==> config.mk <==
export PLATFORM = sky130hd
export DESIGN_NAME = pe_conv_row
export DESIGN_NICKNAME = d
export VERILOG_FILES = /design/src/rtl/pe_pkg.sv /design/src/rtl/pe_psum_unit.sv /design/src/rtl/pe_conv_row.sv
export SDC_FILE = /design/constraint.sdc
export NUM_CORES = 1
export LEC_CHECK = 0
export ABC_AREA = 1
export CAP_MARGIN = 20
export CORE_ASPECT_RATIO = 0.7
export CORE_UTILIZATION = 50
export CTS_CLUSTER_DIAMETER = 60
export DETAILED_ROUTE_END_ITERATION = 8
export DONT_BUFFER_PORTS = 1
export SYNTH_ARGS = -nofsm -noshare
export SYNTH_HDL_FRONTEND = slang
export SYNTH_SLANG_ARGS = --single-unit
==> constraint.sdc <==
create_clock -name clk -period 10.55 [get_ports clk]
set_input_delay 1.055 -clock clk [delete_from_list [all_inputs] [get_ports clk]]
set_output_delay 1.055 -clock clk [all_outputs]
set_load 0.02 [all_outputs]
==> src/rtl/pe_pkg.sv <==
// Shared definitions for the spiking convolution row PE: packet type codes,
// controller states and packet header layout helpers.
package pe_pkg;

    localparam int TYPE_W = 3;

    localparam logic [TYPE_W-1:0] PKT_FILTER = 3'b000;
    localparam logic [TYPE_W-1:0] PKT_IFMAP  = 3'b001;
    localparam logic [TYPE_W-1:0] PKT_PSUM   = 3'b010;

    typedef enum logic {
        COLLECT = 1'b0,
        SEND    = 1'b1
    } state_e;

    // Header is {src, dst, type} at the top of the packet; offsets count down from the MSB.
    function automatic int hdr_w(input int addr_w);
        return 2 * addr_w + TYPE_W;
    endfunction

    function automatic int dst_msb_ofs(input int addr_w);
        return addr_w;
    endfunction

    function automatic int type_msb_ofs(input int addr_w);
        return 2 * addr_w;
    endfunction

endpackage

==> src/rtl/pe_psum_unit.sv <==
// K-tap spike-gated adder: one partial sum of the output row, selected by idx.
module pe_psum_unit #(
    parameter int DATA_W = 8,
    parameter int K      = 3,
    parameter int N_OUT  = 3,
    parameter int IDX_W  = 2,
    parameter int PSUM_W = 10
) (
    input  logic [K*DATA_W-1:0]  w_i,
    input  logic [K+N_OUT-2:0]   m_i,
    input  logic [IDX_W-1:0]     idx_i,
    output logic [PSUM_W-1:0]    psum_o
);

    localparam int M_W = K + N_OUT - 1;

    // Tap k pairs weight w[K-1-k] with spike m[K+N_OUT-2-idx-k].
    always_comb begin
        int pos;
        pos    = 0;
        psum_o = '0;
        for (int k = 0; k < K; k++) begin
            pos    = M_W - 1 - int'(idx_i) - k;
            psum_o = psum_o + (((pos >= 0) && (pos < M_W) && m_i[pos])
                               ? PSUM_W'(w_i[(K-1-k)*DATA_W +: DATA_W])
                               : PSUM_W'(0));
        end
    end

endmodule

==> src/rtl/pe_conv_row.sv <==
// Convolution row PE: gathers one filter row and one ifmap row from the NoC,
// then streams the row's partial sums out as individual psum packets.
module pe_conv_row
    import pe_pkg::*;
#(
    parameter int                 WIDTH      = 35,
    parameter int                 ADDR_W     = 4,
    parameter int                 DATA_W     = 8,
    parameter int                 K          = 3,
    parameter int                 N_OUT      = 3,
    parameter int                 LAST_N     = 1,
    parameter int                 ROWS       = 10,
    parameter logic [ADDR_W-1:0]  PE_ADDR    = 4'b1011,
    parameter logic [ADDR_W-1:0]  DST_BASE   = 4'b0011,
    parameter logic [ADDR_W-1:0]  DST_STRIDE = 4'b0100
) (
    input  logic             clk,
    input  logic             rst,
    input  logic             in_valid,
    output logic             in_ready,
    input  logic [WIDTH-1:0] in_data,
    output logic             out_valid,
    input  logic             out_ready,
    output logic [WIDTH-1:0] out_data,
    output logic             err_type
);

    localparam int HDR_W  = hdr_w(ADDR_W);
    localparam int PAY_W  = WIDTH - HDR_W;
    localparam int PSUM_W = DATA_W + $clog2(K);
    localparam int W_W    = K * DATA_W;
    localparam int M_W    = K + N_OUT - 1;
    localparam int IDX_W  = (N_OUT > 1) ? $clog2(N_OUT) : 1;
    localparam int ROW_W  = (ROWS > 1) ? $clog2(ROWS) : 1;

    if ((PAY_W < W_W) || (PAY_W < M_W) || (PAY_W < PSUM_W) ||
        (LAST_N < 1) || (LAST_N > N_OUT)) begin : g_bad_params
        $fatal(1, "pe_conv_row: illegal parameter set");
    end

    state_e             state_q;
    logic               filt_vld_q, map_vld_q;
    logic [W_W-1:0]     w_q, w_d;
    logic [M_W-1:0]     m_q, m_d;
    logic [IDX_W-1:0]   idx_q, psum_idx_s, last_idx_s;
    logic [ROW_W-1:0]   row_cnt_q;
    logic               in_ready_q, out_valid_q, err_q;
    logic [WIDTH-1:0]   out_data_q, pkt_s;
    logic [TYPE_W-1:0]  pkt_type_s;
    logic [ADDR_W-1:0]  dst_s;
    logic [PSUM_W-1:0]  psum_s;
    logic               in_hs_s, is_filt_s, is_map_s, is_bad_s;

    assign in_ready  = in_ready_q;
    assign out_valid = out_valid_q;
    assign out_data  = out_data_q;
    assign err_type  = err_q;

    assign pkt_type_s = in_data[WIDTH-1-type_msb_ofs(ADDR_W) -: TYPE_W];
    assign in_hs_s    = in_valid && in_ready_q;
    assign is_filt_s  = in_hs_s && (pkt_type_s == PKT_FILTER);
    assign is_map_s   = in_hs_s && (pkt_type_s == PKT_IFMAP);
    assign is_bad_s   = in_hs_s && !is_filt_s && !is_map_s;
    assign last_idx_s = (row_cnt_q == ROW_W'(ROWS - 1)) ? IDX_W'(LAST_N - 1) : IDX_W'(N_OUT - 1);

    // Operands for the packet registered on the next edge: the incoming payload
    // when a row completes, otherwise the stored row with the following index.
    always_comb begin
        w_d        = is_filt_s ? in_data[W_W-1:0] : w_q;
        m_d        = is_map_s  ? in_data[M_W-1:0] : m_q;
        psum_idx_s = (state_q == SEND) ? (idx_q + IDX_W'(1)) : IDX_W'(0);
        dst_s      = DST_BASE + ADDR_W'(psum_idx_s) * DST_STRIDE;
        pkt_s                                         = '0;
        pkt_s[WIDTH-1 -: ADDR_W]                      = PE_ADDR;
        pkt_s[WIDTH-1-dst_msb_ofs(ADDR_W) -: ADDR_W]  = dst_s;
        pkt_s[WIDTH-1-type_msb_ofs(ADDR_W) -: TYPE_W] = PKT_PSUM;
        pkt_s[PSUM_W-1:0]                             = psum_s;
    end

    pe_psum_unit #(
        .DATA_W (DATA_W),
        .K      (K),
        .N_OUT  (N_OUT),
        .IDX_W  (IDX_W),
        .PSUM_W (PSUM_W)
    ) u_psum (
        .w_i    (w_d),
        .m_i    (m_d),
        .idx_i  (psum_idx_s),
        .psum_o (psum_s)
    );

    // Collect/send controller with registered handshake and packet outputs.
    always_ff @(posedge clk) begin
        if (rst) begin
            state_q     <= COLLECT;
            filt_vld_q  <= 1'b0;
            map_vld_q   <= 1'b0;
            w_q         <= '0;
            m_q         <= '0;
            idx_q       <= '0;
            row_cnt_q   <= '0;
            in_ready_q  <= 1'b0;
            out_valid_q <= 1'b0;
            out_data_q  <= '0;
            err_q       <= 1'b0;
        end else begin
            case (state_q)
                COLLECT: begin
                    in_ready_q  <= 1'b1;
                    out_valid_q <= 1'b0;
                    err_q       <= is_bad_s;
                    w_q         <= w_d;
                    m_q         <= m_d;
                    if (is_filt_s) filt_vld_q <= 1'b1;
                    if (is_map_s)  map_vld_q  <= 1'b1;
                    if ((filt_vld_q || is_filt_s) && (map_vld_q || is_map_s)) begin
                        state_q     <= SEND;
                        idx_q       <= '0;
                        out_valid_q <= 1'b1;
                        out_data_q  <= pkt_s;
                        in_ready_q  <= 1'b0;
                    end
                end
                SEND: begin
                    err_q      <= 1'b0;
                    in_ready_q <= 1'b0;
                    if (out_valid_q && out_ready) begin
                        if (idx_q == last_idx_s) begin
                            filt_vld_q  <= 1'b0;
                            map_vld_q   <= 1'b0;
                            row_cnt_q   <= (row_cnt_q == ROW_W'(ROWS - 1)) ? ROW_W'(0)
                                                                           : row_cnt_q + ROW_W'(1);
                            state_q     <= COLLECT;
                            out_valid_q <= 1'b0;
                            in_ready_q  <= 1'b1;
                        end else begin
                            idx_q      <= idx_q + IDX_W'(1);
                            out_data_q <= pkt_s;
                        end
                    end
                end
                default: begin
                    state_q     <= COLLECT;
                    out_valid_q <= 1'b0;
                    in_ready_q  <= 1'b0;
                    err_q       <= 1'b0;
                end
            endcase
        end
    end

endmodule

==> results.yml, run 1 <==
setup_path:
  crit_type: "flip-flop to flip-flop"
  worstPathArrival_ns: 4.73
  critPathMaxFanout: 21
  slowest_stage: "fa_1"
  crit_chain: "buf_4 > o21ai_0 > a21oi_1 > inv_1 > ha_1 > inv_1 > a21oi_1 > nor2_2 > nor2_4 > nand3_1 > fa_1 > inv_1 > ha_1 > fa_1 > nand4_1 > nand3_1 > or2_2 > a21oi_1 > nor2_1"
  cpPeakStageDelay_ns: 0.54
  cp-end-kind: "flip-flop"
  crit_buf_inv: 4
  cp_top_family: "adder cells"
  start_kind: "flip-flop"
  crit_required_ns: 10.78
clock_network:
  ctsRootBufferMaster: "clkbuf_8"
  cts_resized: 0
  clock_latency_ns: 0.32
  cts_tree: "yes"
  ctsLongestPathBuffers: 2
  cts_buffers: 5
  holdBufCountCts: 0
  cts_setup_buffers: 0
  cts_sinks: 52
  cts_htree_levels: 2
  path_clk_slew_ns: 0.11
yosys:
  synth_ff_type: "dfxtp_1"
  synthArstFlopShare_pct: 0
  synth.area.mux_share_pct: 1.77
  synth_xor_area_share_pct: 1.55
  synth_edf_count: 0
  syn_inst: 486
  yosys_warnings: 0
  ys_seq_elements: 52
  yosys.cell_types.count: 35
  ys_seq_area_share_pct: 30.7
  synth_compound_area_share_pct: 11.5
  synth_top_family_by_area: "simple AND/OR/NAND/NOR gates"
  yosys.area_share.simple_pct: 31.6
  syn_area_um2: 3390
  synth_fa_ha_area_share_pct: 9.75
  syn_avg_cell_area_um2: 6.97
pwr:
  power.leakage_nw: 1.60
  switching_share_pct: 27.1
  vdd_drop_max_v: 0.0000490
  power_frac_seq_pct: 58.0
  p_comb_share_pct: 6.4
  intPower_mw: 0.253
  switching_power_mw: 0.0941
  p_per_area_nw_per_um2: 102
  p_clk_share_pct: 35.6
global_route:
  grt_use_total_pct: 23.4
  grt_max_degree: 29
  grt_pass1_wl_mm: 12.8
  grt-ovfl-total: 0
  grt_pass1_vias: 2620
  grt_antenna_before_repair: 0
finish:
  fillers: 659
  nets: 534
  syn2layout_area_growth_pct: 0.517
  diodes: 0
  drive_gt1_share_pct: 7.16
  layout_common_cells: "nand2_1, nor2_1, dfxtp_1"
  final_common_cell: "nand2_1"
timing:
  setup_tns_ns: 0
  setup_viol: 0
  slew_violations: 0
  min_period_ns: 4.50
  timing.slew.headroom_pct: 24.0
  worst_slew_pin_slew_ns: 1.14
  fin_ws_ns: 6.05
  final_hold_viol_count: 0
  skew_ns: 0.0134
  period_share_pct: 42.7
  fmax_ghz: 0.222
  rsz0062_at_grt: "no"
floorplanning:
  start_util_pct: 53.0
  dieArea_um2: 7120
  dieWidth_um: 100
  core_area_um2: 6400
  die_y_um: 70.9
  num_rows: 24
  ios: 77
place:
  gp_congestion: 0.892
  io_buffers: 0
  post-place-ws_ns: 6.08
  hpwl_mm: 5.84
detailed_routing:
  first_pass_iters: 4
  wirelength_mm: 7.71
  drc: 0
  via_per_inst: 5.10
  wire_per_inst_um: 13.6
  ant_nets: 0
  drtIter0Drc: 168
  dr_total_vias: 2889
status:
  status: "finished clean"
hold_path:
  hp-class: "flip-flop to flip-flop"
job:
  drv_cap: 0
-- kinds of logic (layout without fill, tap and decap cells) --
group                    after synthesis  after routing
AO/OA/AOI/OAI                         70             70
XOR/XNOR                               6              6
adder cells (fa/ha/maj)               21             21
buffers and inverters                 84             57
flip-flops                            52             52
multiplexers                           6              6
other                                  1             17
AND/OR/NAND/NOR                      246            246
-- cells in the mapped netlist (9+ instances only) --
cell	instances	area, um2
nand3_1	36	180
nand4_1	9	56.3
nor2_1	57	214
a21oi_1	30	150
inv_1	42	158
fa_1	9	180
nand2_1	124	465
o21ai_0	19	95.1
o21ai_1	10	50.1
ha_1	12	150
buf_4	24	180
dfxtp_1	52	1040
-- area by class of cell --
class                   count  area [um2]  share of cell area [%]
well taps                  91         114                    3.34
clock buffers               5        68.8                    2.02
flip-flops and latches     52        1040                    30.6
multi-input cells         366        1970                    57.8
inverters                  47         176                    5.18
clock inverters             3        25.0                   0.735
repair buffers              2        11.3                   0.331
-- registers in the layout (all words and copies together) (netlist names) --
signal	flops
err_type	1
filt_vld_q	1
idx_q	1
in_ready	1
m_q	5
map_vld_q	1
out_data	12
out_valid	1
row_cnt_q	4
state_q	1
w_q	24
-- per-layer routing --
metal | part of all wire [%] | wire (um) | vias up | GRT usage (%)
met1 | 52 | 4020 | 1308 | 34.9
met4 | 1.1 | 82 | 0 | 5.48
li1 | - | - | 1495 | -
met2 | 41 | 3170 | 78 | 34.5
met3 | 5.6 | 432 | 8 | 5.14
met5 | 0 | 0 | - | 0
-- power groups by stage --
stage	clock network, mW	registers, mW	logic, mW
2_1_floorplan	0	0.205	0.0256
4_1_cts	0.127	0.201	0.0222
5_1_grt	0.135	0.202	0.0250
6_report	0.124	0.201	0.0222
3_3_place_gp	0	0.206	0.0218
3_5_place_dp	0	0.206	0.0221
-- worst reg2reg max path, delay by kind of cell (launching register included) --
kind | cells | cell delay (ns)
and+or+nand+nor | 7 | 1.00
adders and majority gates | 4 | 1.62
AOI/OAI and AO/OA | 4 | 0.91
DFF | 1 | 0.32
buffers and inverters | 4 | 0.55
-- metrics by stage --
stage | instance area, um2 | power, mW | hold WS [ns] | util (%) | std cells
detailed placement | 3310 | 0.228 | 0.449 | 51.7 | 557
finish | 3410 | 0.347 | 0.462 | 53.2 | 566
global placement | 3310 | 0.227 | 0.444 | 51.7 | 557
CTS | 3400 | 0.350 | 0.464 | 53.2 | 565
floorplan | 3450 | 0.231 | 0.434 | - | 502
global route | 3410 | 0.361 | 0.475 | 53.2 | 566
-- worst paths after layout --
check	start	end	slack, ns	depth (start not counted)
hold reg to reg	w_q[5]	w_q[5]	0.46	2
hold / removal	w_q[5]	w_q[5]	0.46	2
setup reg to reg	state_q	out_data[7]	6.05	19
setup / recovery	state_q	out_data[7]	6.05	19
Note: power is estimated with default switching activity, not from simulation.
==> run 2, diff against run 1 <==
--- a/config.mk
+++ b/config.mk
@@ -12,6 +12,7 @@
 export CTS_CLUSTER_DIAMETER = 60
 export DETAILED_ROUTE_END_ITERATION = 8
 export DONT_BUFFER_PORTS = 1
+export PLACE_DENSITY = 0.68
 export SYNTH_ARGS = -nofsm -noshare
 export SYNTH_HDL_FRONTEND = slang
 export SYNTH_SLANG_ARGS = --single-unit
==> constraint.sdc (replaced) <==
create_clock -name clk -period 4 [get_ports clk]
set_input_delay 0.4 -clock clk [delete_from_list [all_inputs] [get_ports clk]]
set_output_delay 0.4 -clock clk [all_outputs]
set_load 0.02 [all_outputs]
==> run 2 against run 1 <==
  * Routed wire length shrank 2.0%
  * First-iteration DRC count down 6.0%
  * Sequential share of layout area decreased by 0.79 points
  * Critical path type unchanged
  * Critical path depth is 1 higher
  * Clock power grew to 2.5 times the previous value
  * Total power rose to 2.6 times the previous value
  * Maximum frequency is 21% higher
  * Via count grew 1.8%
  * Highest routed layer unchanged
  * Utilization is 1.4 points higher
  * Setup slack got worse by 5.8 ns
  * Sequential cell count is the same
  * Largest cell class unchanged
==> results.yml, run 2 (synthesis results as in run 1) <==
clock_network:
  ctsRootBufferMaster: "clkbuf_8"
  cts_sinks: 52
  cts_htree_levels: 2
  path_clk_slew_ns: 0.10
  cts_buffers: 5
  clock_latency_ns: 0.31
  ctsLongestPathBuffers: 2
  cts_tree: "yes"
finish:
  nets: 542
  stdcell_count: 574
  final_util_pct: 54.7
  final_common_cell: "nand2_1"
  syn2layout_area_growth_pct: 3.18
  drive_gt1_share_pct: 10.4
  multi_input_comb_area_um2: 1990
  fin_area_um2: 3500
  register_area_um2: 1040
  fillers: 612
  top_register: "w_q"
  layout_common_cells: "nand2_1, nor2_1, dfxtp_1"
  diodes: 0
  largest_reg_flops: 24
detailed_routing:
  first_pass_iters: 4
  wirelength_mm: 7.56
  wire_per_inst_um: 13.2
  drc: 0
  dr_total_vias: 2941
  via_per_inst: 5.12
  ant_nets: 0
  drtIter0Drc: 158
place:
  post-place-ws_ns: 0.0285
  place_area_um2: 3360
  gp_congestion: 0.878
  hpwl_mm: 5.73
  io_buffers: 0
  dp_cells: 564
floorplanning:
  dieWidth_um: 100
  core_area_um2: 6400
  dieArea_um2: 7120
  start_util_pct: 53.0
  num_rows: 24
  die_y_um: 70.9
  ios: 77
pwr:
  power_frac_seq_pct: 58.5
  switching_power_mw: 0.241
  p_comb_share_pct: 6.6
  p_clk_share_pct: 34.9
  switching_share_pct: 26.6
  vdd_drop_max_v: 0.000174
  power.leakage_nw: 1.65
  p_per_area_nw_per_um2: 259
  intPower_mw: 0.665
setup_path:
  crit_buf_inv: 4
  worstPathArrival_ns: 3.95
  critPathMaxFanout: 7
  cpPeakStageDelay_ns: 0.51
  crit_chain: "inv_2 > o21ai_2 > a21oi_2 > inv_1 > ha_2 > inv_1 > ha_1 > a21oi_1 > nand2_1 > nor2_4 > nand3_1 > fa_1 > inv_1 > ha_1 > fa_2 > nand4_1 > nand3_1 > or2_2 > a21oi_1 > nor2_1"
  cp-end-kind: "flip-flop"
  rrSetupSlack_ns: 0.26
  cp_top_family: "adder cells"
  reg2reg_depth: 20
  slowest_stage: "fa_1"
  endpoint: "out_data[7]"
  crit_required_ns: 4.21
  worst-path-stages: 20
  start_kind: "flip-flop"
  r2r-start: "idx_q[0]"
  cpMostUsedCell: "inv_1"
  timing.rr.end: "out_data[7]"
  crit_type: "flip-flop to flip-flop"
  critPathLaunch: "idx_q[0]"
timing:
  worst_slew_pin_slew_ns: 0.796
  setup_viol: 0
  min_period_ns: 3.74
  rsz0062_at_grt: "no"
  fin_ws_ns: 0.264
  skew_ns: 0.00897
  period_share_pct: 93.4
  fmax_ghz: 0.268
  setup_tns_ns: 0
  timing.slew.headroom_pct: 46.9
  final_hold_viol_count: 0
  slew_violations: 0
hold_path:
  hp-class: "input pin to flip-flop"
status:
  status: "finished clean"
global_route:
  grt_use_total_pct: 23.0
  grt_max_degree: 29
  grt-ovfl-total: 0
  grt_pass1_vias: 2772
  grt_pass1_wl_mm: 13.0
  grt_antenna_before_repair: 0
job:
  drv_cap: 0
==> run 2: worst register-to-register path, cell delays in order, from the launching register on <==
cell     delay [ns]
dfxtp_1        0.36
inv_2          0.07
o21ai_2        0.18
a21oi_2        0.05
inv_1          0.06
ha_2           0.24
inv_1          0.09
ha_1           0.23
a21oi_1        0.13
nand2_1        0.10
nor2_4         0.15
nand3_1        0.13
fa_1           0.51
inv_1          0.04
ha_1           0.22
fa_2           0.38
nand4_1        0.10
nand3_1        0.09
or2_2          0.28
a21oi_1        0.17
nor2_1         0.06
==> run 2: how the worst min path moves through the flow <==
stage                     slack, ns   start      endpoint  cells after the start
after global routing           0.12     rst  row_cnt_q[3]                      1
final                          0.14     rst        m_q[0]                      1
after CTS                      0.13     rst        m_q[0]                      1
after global placement         0.45  w_q[5]        w_q[5]                      2
after floorplan                0.43  m_q[1]        m_q[1]                      2
after detailed placement       0.45  m_q[3]        m_q[3]                      2
==> run 2: layer usage <==
metal  global-route usage, %  part of all wire [%]  up-vias
li1                        -                     -     1513
met1                    33.2                    49     1342
met2                    35.0                    43       82
met3                    5.93                   8.0        4
met4                    4.03                  0.38        0
met5                       0                     0        -
==> run 2: cell type report <==
cell class                      count  share of cell area (%)
Inverter                           47                    5.05
Tap cell                           91                    3.26
Multi-Input combinational cell    366                    57.1
Sequential cell                    52                    29.8
Timing Repair Buffer               10                    2.25
Clock inverter                      3                   0.644
Clock buffer                        5                    1.97
==> run 2: stage by stage <==
stage | hold slack (ns) | total power, mW
after CTS | 0.133 | 0.913
after global placement | 0.445 | 0.600
after global routing | 0.124 | 0.947
after detailed placement | 0.446 | 0.601
after floorplan | 0.434 | 0.609
final | 0.141 | 0.906
==> run 2: timing repair <==
action                                  in CTS  in global routing
resized for setup                            0                  8
buffers inserted                             1                  0
endpoints found under the setup margin       1                  4
hold buffers                                 0                  0
pin swaps                                    0                  1
==> run 2: power by group through the flow <==
stage	logic [mW]	registers (mW)	clock network [mW]
2_1_floorplan	0.0676	0.541	0
3_3_place_gp	0.0579	0.542	0
3_5_place_dp	0.0589	0.542	0
4_1_cts	0.0591	0.530	0.323
5_1_grt	0.0678	0.531	0.348
6_report	0.0599	0.530	0.316
